[src/rtl/btb_update_sched.sv]
// btb_update_sched: queues resolved-branch outcomes and drains each one into the
// shared single-port BHT/BTB array during cycles that fetch does not own the port.
// Conditional entries run a read-modify-write of the 2-bit counter; unconditional
// entries write a strongly-taken counter directly.
// Optional build macro: BTB_UPD_PERF_EN adds perf_retired / perf_stall counters.
module btb_update_sched #(
  parameter int QUEUE_DEPTH = 4,
  parameter int IDX_W       = 4
) (
  input  logic                 clk,
  input  logic                 reset_n,
  input  logic                 upd_valid,
  output logic                 upd_ready,
  input  logic [15:0]          upd_pc,
  input  logic [15:0]          upd_target,
  input  logic                 upd_taken,
  input  logic                 upd_uncond,
  input  logic                 fetch_lookup,
  output logic                 tbl_req,
  output logic                 tbl_we,
  output logic [IDX_W-1:0]     tbl_idx,
  output logic [1:0]           tbl_wctr,
  output logic [15:0]          tbl_wtarget,
  output logic [16-IDX_W-2:0]  tbl_wtag,
  output logic                 tbl_wvalid,
  input  logic [1:0]           tbl_rctr,
  output logic                 busy
`ifdef BTB_UPD_PERF_EN
  ,
  output logic [15:0]          perf_retired,
  output logic [15:0]          perf_stall
`endif
);

  localparam int PTR_W = (QUEUE_DEPTH > 1) ? $clog2(QUEUE_DEPTH) : 1;
  localparam int CNT_W = PTR_W + 1;
  localparam int TAG_W = 16 - IDX_W - 1;

  typedef enum logic [1:0] {
    S_IDLE  = 2'd0,
    S_RD    = 2'd1,
    S_WAIT  = 2'd2,
    S_WRITE = 2'd3
  } state_t;

  state_t state, state_d;

  // Queue storage holds index/tag already split out of the PC.
  logic [IDX_W-1:0] q_idx    [QUEUE_DEPTH];
  logic [TAG_W-1:0] q_tag    [QUEUE_DEPTH];
  logic [15:0]      q_target [QUEUE_DEPTH];
  logic             q_taken  [QUEUE_DEPTH];
  logic             q_uncond [QUEUE_DEPTH];

  logic [PTR_W-1:0] wr_ptr, rd_ptr;
  logic [CNT_W-1:0] count;
  logic             empty, full, push, pop;

  // Working registers for the entry currently being retired.
  logic [IDX_W-1:0] wk_idx;
  logic [TAG_W-1:0] wk_tag;
  logic [15:0]      wk_target;
  logic             wk_taken, wk_uncond, wk_wvalid;
  logic [1:0]       wk_ctr, next_ctr;

  // PC bit 0 is never used: branches are word-aligned.
  logic pc_lsb_unused;
  assign pc_lsb_unused = upd_pc[0];

  assign empty     = (count == '0);
  assign full      = (count == CNT_W'(QUEUE_DEPTH));
  assign upd_ready = !full;
  assign push      = upd_valid && upd_ready;
  assign busy      = !empty || (state != S_IDLE);

  assign tbl_idx     = wk_idx;
  assign tbl_wctr    = wk_ctr;
  assign tbl_wtarget = wk_target;
  assign tbl_wtag    = wk_tag;
  assign tbl_wvalid  = wk_wvalid;

  // Queue payload write; contents need no reset since occupancy gates use.
  always_ff @(posedge clk) begin
    if (push) begin
      q_idx[wr_ptr]    <= upd_pc[IDX_W:1];
      q_tag[wr_ptr]    <= upd_pc[15:IDX_W+1];
      q_target[wr_ptr] <= upd_target;
      q_taken[wr_ptr]  <= upd_taken;
      q_uncond[wr_ptr] <= upd_uncond;
    end
  end

  // Queue pointers and occupancy.
  always_ff @(posedge clk or negedge reset_n) begin
    if (!reset_n) begin
      wr_ptr <= '0;
      rd_ptr <= '0;
      count  <= '0;
    end else begin
      if (push) wr_ptr <= wr_ptr + PTR_W'(1);
      if (pop)  rd_ptr <= rd_ptr + PTR_W'(1);
      case ({push, pop})
        2'b10:   count <= count + CNT_W'(1);
        2'b01:   count <= count - CNT_W'(1);
        default: count <= count;
      endcase
    end
  end

  // Saturating counter update from the read data returned in WAIT.
  always_comb begin
    next_ctr = tbl_rctr;
    if (wk_taken) begin
      if (tbl_rctr != 2'b11) next_ctr = tbl_rctr + 2'd1;
    end else begin
      if (tbl_rctr != 2'b00) next_ctr = tbl_rctr - 2'd1;
    end
  end

  // Next-state and array-port control.
  // A completed WRITE pops the next entry directly instead of passing through
  // IDLE, so back-to-back entries keep the 3-cycle / 1-cycle retire rate.
  always_comb begin
    state_d = state;
    pop     = 1'b0;
    tbl_req = 1'b0;
    tbl_we  = 1'b0;
    case (state)
      S_IDLE: begin
        if (!empty) begin
          pop     = 1'b1;
          state_d = q_uncond[rd_ptr] ? S_WRITE : S_RD;
        end
      end
      S_RD: begin
        if (!fetch_lookup) begin
          tbl_req = 1'b1;
          state_d = S_WAIT;
        end
      end
      S_WAIT: begin
        state_d = S_WRITE;
      end
      S_WRITE: begin
        if (!fetch_lookup) begin
          tbl_req = 1'b1;
          tbl_we  = 1'b1;
          if (!empty) begin
            pop     = 1'b1;
            state_d = q_uncond[rd_ptr] ? S_WRITE : S_RD;
          end else begin
            state_d = S_IDLE;
          end
        end
      end
      default: state_d = S_IDLE;
    endcase
  end

  // State register.
  always_ff @(posedge clk or negedge reset_n) begin
    if (!reset_n) state <= S_IDLE;
    else          state <= state_d;
  end

  // Working entry: loaded on pop, counter/valid resolved in WAIT.
  always_ff @(posedge clk or negedge reset_n) begin
    if (!reset_n) begin
      wk_idx    <= '0;
      wk_tag    <= '0;
      wk_target <= '0;
      wk_taken  <= 1'b0;
      wk_uncond <= 1'b0;
      wk_ctr    <= '0;
      wk_wvalid <= 1'b0;
    end else if (pop) begin
      wk_idx    <= q_idx[rd_ptr];
      wk_tag    <= q_tag[rd_ptr];
      wk_target <= q_target[rd_ptr];
      wk_taken  <= q_taken[rd_ptr];
      wk_uncond <= q_uncond[rd_ptr];
      wk_ctr    <= q_uncond[rd_ptr] ? '1 : '0;
      wk_wvalid <= q_uncond[rd_ptr];
    end else if (state == S_WAIT) begin
      wk_ctr    <= next_ctr;
      wk_wvalid <= next_ctr[1] || wk_uncond;
    end
  end

`ifdef BTB_UPD_PERF_EN
  // Retired-write and fetch-stall event counters, free-running with wrap.
  always_ff @(posedge clk or negedge reset_n) begin
    if (!reset_n) begin
      perf_retired <= '0;
      perf_stall   <= '0;
    end else begin
      if (state == S_WRITE && !fetch_lookup)
        perf_retired <= perf_retired + 16'd1;
      if ((state == S_RD || state == S_WRITE) && fetch_lookup)
        perf_stall <= perf_stall + 16'd1;
    end
  end
`endif

endmodule

[config.mk]
export PLATFORM = sky130hd
export DESIGN_NAME = btb_update_sched
export DESIGN_NICKNAME = d
export VERILOG_FILES = /design/src/rtl/btb_update_sched.sv
export SDC_FILE = /design/constraint.sdc
export NUM_CORES = 1
export LEC_CHECK = 0
export CORE_MARGIN = 4
export CORE_UTILIZATION = 60
export DETAILED_ROUTE_END_ITERATION = 7
export GPL_TIMING_DRIVEN = 0
export PLACE_DENSITY = 0.85
export SETUP_SLACK_MARGIN = 0.02
export SLEW_MARGIN = 30
export SYNTH_ARGS = -nofsm -noshare
export SYNTH_HDL_FRONTEND = slang
export SYNTH_SLANG_ARGS = --single-unit
[constraint.sdc]
create_clock -name clk -period 4.3 [get_ports clk]
set_input_delay 0.86 -clock clk [delete_from_list [all_inputs] [get_ports clk]]
set_output_delay 0.86 -clock clk [all_outputs]
set_load 0.02 [all_outputs]
==> results of run 1 <==
## placed cells by master, fill, tap and decap left out, drive strengths merged, types with 2 or more instances in the layout
cell type        n
a2111oi          2
a31oi            6
and2             2
and3             4
buf             13
clkbuf          21
clkdlybuf4s50   75
clkinv           3
clkinvlp         7
dfrtp           45
edfxtp         132
ha              10
inv             12
mux2            35
mux4            33
nand2b           4
nor2             3
o21ai            2
xnor2            4
xor2             2
## cells by family after synthesis
family                     after synthesis  share of synthesized area
DFF                                    177                      0.745
muxes                                   69                      0.169
buffers and inverters                   20                     0.0181
and+or+nand+nor                         19                     0.0191
AOI/OAI and AO/OA                       15                     0.0180
adders and majority gates               12                     0.0227
xor gates and xnor gates                 6                    0.00770
## synthesized netlist by cell type, drive strengths merged
cell type,number
xnor2,4
nor2,3
xor2,2
dfrtp,45
or2,1
edfxtp,132
a21oi,1
or3b,1
buf,8
nor2b,1
o211ai,1
a211o,1
o21ai,2
and2,2
nor3,1
or4b,1
and3,4
fa,1
inv,9
nand2b,4
mux2,35
a31oi,6
nand2,1
a2111oi,2
o31a,1
maj3,1
ha,10
mux4,33
mux2i,1
clkbuf,3
o21bai,1
## layer usage
layer,global-route usage,up-vias
li1,-,1466
met1,0.256,1715
met2,0.328,82
met3,0.0507,18
met4,0.0895,0
met5,0,-
## state kept, by name, summed over array words and instances (netlist names)
signal / count
count: 3
q_idx: 16
wk_taken: 1
tbl_wctr: 2
q_target: 64
q_taken: 4
state: 2
q_tag: 44
tbl_wvalid: 1
wk_uncond: 1
tbl_wtarget: 16
tbl_idx: 4
wr_ptr: 2
rd_ptr: 2
q_uncond: 4
tbl_wtag: 11
## layout make-up
type,count,area (µm²)
Inverter,9,36.3
Clock inverter,14,134
Tap cell,140,175
Fill cell,613,2540
Sequential cell,177,5090
Multi-Input combinational cell,121,1620
Buffer,11,87.6
Clock buffer,18,429
Timing Repair Buffer,80,868
## critical path: stages, from the launching register on
cell and delay, ns:
dfrtp_1 0.43, inv_1 0.15, ha_1 0.18, or4b_1 0.50, clkdlybuf4s50_1 0.57
## power breakdown
part | switching, mW | internal [mW]
Clock | 0.642 | 0.803
Combinational | 1.06 | 1.20
Sequential | 0.219 | 2.35
## worst min-delay path by stage
| stage | slack, ns | endpoint | cells past startpoint |
|---|---|---|---|
| after floorplan | 0.48 | wk_uncond$_DFFE_PN0P_ | 1 |
| after global placement | 0.49 | tbl_wtarget[7]$_DFFE_PN0P_ | 1 |
| after detailed placement | 0.50 | tbl_wtarget[11]$_DFFE_PN0P_ | 1 |
| after CTS | 0.46 | tbl_wtarget[6]$_DFFE_PN0P_ | 1 |
| after global routing | 0.50 | tbl_wtarget[4]$_DFFE_PN0P_ | 1 |
| final | 0.45 | tbl_wtarget[4]$_DFFE_PN0P_ | 1 |
==> run metrics, run 1 <==
outcome completed; vias in the first global route 3529; Design Area, Final 8440 µm²; Cell Area, Placed 7880 µm²; H-tree levels 4; Core ar. 11000 µm²; minimum clock period 3.11 ns; Chip Height 115 µm; Detailed Place HPWL 7790 µm; slew of the pin with the lowest slew margin 0.760 ns; CTS tree yes; WL met2 6340 µm; Initial Utilization 0.622; IO Pins 78; Worst-path clk slew 0.06 ns; nature of the critical path endpoint output port; worst r2r src state[0]$_DFFE_PN0P_; clk root buf clkbuf_16; Crit Path Max Fanout 5; GRT Resource Usage Total 0.201; flops & latches, synth 177; Placement Rows 38; final net count 468; area leader, netlist edfxtp_1; drc violations 0; RSZ-0062 raised after global routing false; Yosys warnings 0; DRT antenna net count 0; Die X 115 µm; Max IR drop VDD 561 µV; area grow syn2layout 23.6%; register area share after synthesis 0.745; GR Overflow Total 0; Buffers on Ports 76; CTS Buf Count 17; Skew-Pair Late Insertion Delay 0.42 ns; cts repair resizes 0; met1 WL 4820 µm; Initial DRC Count 208; Final setup viols 0; FMAX 321 MHz; final hold slack 0.445 ns; DR vias/cell 5.76; length of routed met3 wiring 500 µm; hold crit path type in2async; Final Hold Vio Count 0; post-placement worst setup slack 1.02 ns; Die Area 13200 µm²; Setup WS post-layout 1.19 ns; share of layout cells above drive strength 1 0.284; Max transition margin 0.480; Final Max Tran Viols 0; Power Density 744 nW/µm²; via count 3281; Synth Instances 318; max_cap viols 0; ant diodes 0; # Post-CTS Setup Buffers 0; average size of a mapped cell 21.5 µm²; reg2reg end count[1]$_DFFE_PN0P_; Final Cycle Share 0.724; Reg2Reg Setup Slack 1.70 ns; crit start category flop; RD Place Congestion 0.765; skew final 0.00698 ns; Layout Cells excl Fill 570; Synth top area share 0.580; fin util 0.769; synthesized area 6830 µm²; Setup CP Type reg2out; clock sinks 177; drt first pass iters 4; distinct cell type count after synthesis 40; leakage 2.97 nW; Worst Reg-to-Reg Cells 8; Setup TNS 0 ns; Critical Path Sink busy; antenna violations before repair 0; first-pass GRT wire length 19000 µm; Worst Setup SP state[0]$_DFFE_PN0P_; per-cell routed wire length 20.8 µm; pin count of the biggest net entering global routing 46; Worst EP required 3.44 ns; CP Data Arrival Time 2.25 ns; Inst Count DP 538; syn_nets 369; CTS Buffer Depth 2; Total Wirelength 11900 µm; CTS Hold Buffers Added 0; top post-synthesis cells by area edfxtp_1 58%, dfrtp_1 16%, mux4_2 11%; Design Power 6.28 mW; top routing layer in use met4
No activity file was read; power rests on OpenSTA's default activity.
==> run 2: changes to the inputs <==
CORE_UTILIZATION = 56   (was 60)
PLACE_DENSITY = 0.81   (was 0.85)
clock period = 2.9 ns   (was 4.3 ns; I/O delays follow)
==> run 2 against run 1 <==
  * Power up 48%
  * Count of clock-buffer cells in the layout up 3
  * Non-clock buffer count up 1
  * First-iteration DRC count up 1.4%
  * Setup slack worse by 0.88 ns
  * Critical path type is now in2reg
  * Largest power group unchanged
==> run metrics, run 2 (synthesized netlist as in run 1, its figures left out) <==
CTS Buffer Depth 2 (unchanged); clock sinks 177 (unchanged); FMAX 385 MHz; antenna violations before repair 0 (unchanged); Final Cycle Share 0.896; final net count 469 (+0.21%); filler instances 737 (+20%); Chip Height 118 µm (+3.3%); Worst Reg-to-Reg Cells 8 (unchanged); vias in the first global route 3540 (+0.31%); CTS Buf Count 17 (unchanged); worst r2r src state[0]$_DFFE_PN0P_; minimum clock period 2.60 ns; Initial Utilization 0.571 (-0.0509); clk root buf clkbuf_16; outcome completed; Crit Path Max Fanout 10 (+5); footprint of the multi-input gates 1620 µm² (unchanged); Worst-path clk slew 0.06 ns (about the same); Buffers on Ports 76 (unchanged); Placement Rows 40 (+5.3%); share of layout cells above drive strength 1 0.278 (-0.00530); drc violations 0 (unchanged); DR vias/cell 5.76 (+0.15%); leakage 2.99 nW (+0.78%); Total Wirelength 12100 µm (+2.2%); final hold slack 0.123 ns (-0.322 ns); GR Overflow Total 0 (unchanged); fin util 0.708 (-0.0608); Final Hold Vio Count 0 (unchanged); Final setup viols 0 (unchanged); nature of the critical path endpoint flop; CTS tree yes; commonest non-fill, non-tap cell in the layout edfxtp_1; RD Place Congestion 0.692 (-9.5%); Cell Area, Placed 7910 µm² (+0.46%); post-placement worst setup slack -0.141 ns (-1.16 ns); Top Registers q_target x64, q_tag x44; Reg2Reg Setup Slack 0.33 ns (-1.37 ns); hold crit path type in2async; CP Data Arrival Time 2.91 ns (+0.66 ns); skew final 0.00939 ns (+0.00241 ns); max FFs per register 64 (unchanged); H-tree levels 4 (unchanged); Initial DRC Count 211 (+1.4%); slew of the pin with the lowest slew margin 0.658 ns (-0.102 ns); reg2reg end count[1]$_DFFE_PN0P_; Die X 118 µm (+3.3%); Max transition margin 0.550 (+0.0700); drt first pass iters 4 (unchanged); Final Max Tran Viols 0 (unchanged); Worst EP required 3.21 ns (-0.23 ns); register area 5090 µm² (unchanged); crit start category input pin; Power Density 1100 nW/µm² (+48%); IO Pins 78 (unchanged); RSZ-0062 raised after global routing false; Detailed Place HPWL 7810 µm (+0.23%); first-pass GRT wire length 19600 µm (+3.0%); CTS Hold Buffers Added 0 (unchanged); per-cell routed wire length 21.0 µm (+0.78%); Skew-Pair Late Insertion Delay 0.43 ns (about the same); Design Area, Final 8470 µm² (+0.30%); most frequent cells in the layout 132 x edfxtp_1, 74 x clkdlybuf4s50_1, 45 x dfrtp_1; Setup CP Type in2reg; area grow syn2layout 24.0%; Design Power 9.29 mW (+48%); Core ar. 12000 µm² (+8.9%); Setup WS post-layout 0.303 ns (-0.884 ns); Max IR drop VDD 653 µV (+16%); pin count of the biggest net entering global routing 46 (unchanged); DRT antenna net count 0 (unchanged); # Post-CTS Setup Buffers 0 (unchanged); Die Area 14000 µm² (+6.6%); GRT Resource Usage Total 0.188 (-0.0123); max_cap viols 0 (unchanged); ant diodes 0 (unchanged); via count 3332 (+1.6%); Top reg by flops q_target
[run 2: final cells by class]
cell class / count / share of cell area
Multi-Input combinational cell: 121 / 0.191
Clock buffer: 21 / 0.0544
Sequential cell: 177 / 0.601
Clock inverter: 11 / 0.0105
Buffer: 11 / 0.0103
Tap cell: 147 / 0.0217
Inverter: 9 / 0.00429
Timing Repair Buffer: 81 / 0.106
[run 2: worst max-delay path by stage]
stage	startpoint	slack, ns	cells after the start	endpoint
final	fetch_lookup	0.30	8	count[1]$_DFFE_PN0P_
after detailed placement	fetch_lookup	-0.14	8	count[1]$_DFFE_PN0P_
after CTS	state[0]$_DFFE_PN0P_	0.03	4	busy
after floorplan	fetch_lookup	0.52	7	count[1]$_DFFE_PN0P_
after global routing	state[0]$_DFFE_PN0P_	0.20	8	count[1]$_DFFE_PN0P_
after global placement	reset_n	-0.24	1	tbl_idx[1]$_DFFE_PN0P_
[run 2: report_power, final]
part	leakage, nW	internal, mW	switching [mW]	total [mW]
clock	0.264	1.21	0.883	2.10
combinational	0.996	1.78	1.61	3.39
sequential	1.73	3.49	0.316	3.80
total	2.99	6.48	2.81	9.29
[run 2: critical path, cell delays in order]
cell and delay [ns]:
clkdlybuf4s50_1 0.44, nand2b_2 0.25, a211o_2 0.41, inv_4 0.14, buf_6 0.18, ha_1 0.21, fa_1 0.42, mux2_2 0.27
[run 2: repair_timing]
| item | CTS | global route |
|---|---|---|
| setup endpoints to repair | 0 | 1 |
| hold endpoints to repair | 0 | 0 |
| resized for setup | 0 | 1 |
[run 2: metrics by stage]
step	setup TNS, ns	std cells
6_report	0	578
5_1_grt	0	578
4_1_cts	0	578
3_5_place_dp	-0.141	546
3_3_place_gp	-20.20	541
2_1_floorplan	0	318
[run 2: per-layer routing]
metal / share of wire / up-vias / track usage
met5: 0 / - / 0
met4: 0.011 / 0 / 0.0673
met3: 0.059 / 14 / 0.0574
met2: 0.53 / 103 / 0.301
met1: 0.40 / 1739 / 0.248
li1: - / 1476 / -
==> run 3: changes to the inputs <==
CORE_UTILIZATION = 60   (was 56)
PLACE_DENSITY = 0.85   (was 0.81)
clock period = 3.1 ns   (was 2.9 ns; I/O delays follow)
==> results of run 3 <==
The final DEF is identical to that of run 1. Status: completed.
Main changes from that run: setup slack after placement 1.02 ns -> 0.0578 ns; setup slack after layout 1.19 ns -> 0.227 ns; hold slack 0.445 ns -> 0.205 ns; register-to-register setup slack 1.70 ns -> 0.50 ns; total power 6.28 mW -> 8.71 mW; worst IR drop on VDD 561 µV -> 778 µV
==> variant: new RTL, flow settings as in run 2 <==
Set the parameter `QUEUE_DEPTH` to 2 (it was 4).
--- a/src/rtl/btb_update_sched.sv
+++ b/src/rtl/btb_update_sched.sv
@@ -6,3 +6,3 @@
 module btb_update_sched #(
-  parameter int QUEUE_DEPTH = 4,
+  parameter int QUEUE_DEPTH = 2,
   parameter int IDX_W       = 4
Formal check against the unedited RTL: not equivalent (a bounded check fails within 4 cycles, from zero or initial values and one cycle with reset_n low).
==> variant against run 2 <==
  * Sequential cell count fell by 69
  * Synthesized cell count fell by 26%
  * Routed wire length is 38% lower
  * Synthesized area shrank 36%
  * Power decreased by 33%
  * Design area shrank 35%
  * Worst setup slack better by 0.096 ns
==> variant: results <==
set metrics [dict create \
    status "finished clean" \
    grt_pass1_wl_mm 11.9 \
    rr_worst_depth 9 \
    drt-met1-wl_mm 3.21 \
    peakVddDrop_v 0.000560 \
    grt_pass1_vias 2492 \
    cts_inserted_buffers 9 \
    dpl-instance-area_mm2 0.00528 \
    wl_met3_um 315 \
    largest_register_ffs 32 \
    synth-edff-count 66 \
    cp.arrival_ns 1.92 \
    synth.area.top_cells "edfxtp_1 (46%), dfrtp_1 (24%), mux2_2 (9.8%), mux2_4 (9.3%), ha_1 (1.7%)" \
    reg2reg_setup_slack_ns 0.75 \
    viasPerCell 5.22 \
    fin_cells 427 \
    hold_slack_ns 0.221 \
    final_nets 369 \
    place.gp.congestion 0.769 \
    yosys-top-cells-count "edfxtp_1 (66), dfrtp_1 (42), mux2_2 (38)" \
    dp_hpwl_mm 5.20 \
    synth-async-reset-ratio_pct 38.9 \
    clk_transition_reported_paths_ns 0.09 \
    clk_latency_ns 0.35 \
    yosysUniqueCellTypes 36 \
    place_ws_ns 0.394 \
    wl_mm 7.51 \
    wl_met2_mm 3.93 \
    ctsHtreeMaxLevel 3 \
    grt_util_met2_pct 30.4 \
    met1_usage_pct 21.5 \
    grt_max_degree 43 \
    drt_iter0_drc 54 \
    yosysSeqAreaShare_pct 69.8 \
    syn-num-nets 280 \
    worstMarginPinSlew_ns 0.578 \
    dp.cells 411 \
]
## variant: logic make-up after synthesis
logic type               share of synthesized area (%)
flip-flops                                        69.8
XOR/XNOR                                          1.01
AO/OA/AOI/OAI                                     3.23
AND/OR/NAND/NOR                                   2.22
buffers and inverters                             2.62
adder cells (fa/ha/maj)                           1.96
multiplexers                                      19.2
## variant: power by group
part | internal [mW] | total, mW | leakage, nW | switching [mW]
Combinational | 1.57 | 2.83 | 0.869 | 1.25
Sequential | 2.20 | 2.45 | 1.11 | 0.250
Clock | 0.449 | 0.906 | 0.0998 | 0.456
Total | 4.23 | 6.18 | 2.08 | 1.96
## variant: worst max-delay path by stage
stage	start	end	slack, ns	depth (start not counted)
3_5_place_dp	fetch_lookup	tbl_we	0.39	4
3_3_place_gp	upd_valid	q_target[0][12]$_DFFE_PP_	-0.96	3
4_1_cts	state[0]$_DFFE_PN0P_	busy	0.10	4
6_report	fetch_lookup	tbl_we	0.40	4
2_1_floorplan	count[0]$_DFFE_PN0P_	q_idx[0][0]$_DFFE_PP_	0.23	4
5_1_grt	fetch_lookup	tbl_we	0.34	4
## variant: layout make-up
| cell class | count | area (µm²) |
|---|---|---|
| buffer | 8 | 86.3 |
| clock buffer | 13 | 159 |
| clock inverter | 3 | 46.3 |
| fill | 465 | 1910 |
| inverter | 6 | 27.5 |
| multi-input combinational | 112 | 1210 |
| sequential | 108 | 3030 |
| tap | 99 | 124 |
| timing repair buffer | 78 | 808 |
## variant: worst max-delay path, stage by stage
cell and delay (ns):
clkdlybuf4s50_1 0.44, nand2b_2 0.20, inv_2 0.09, clkdlybuf4s50_1 0.61
## variant: timing repair
item,in CTS,in global routing
gates resized for setup,0,2
endpoints found under the hold margin,0,0
setup endpoints to repair,0,1
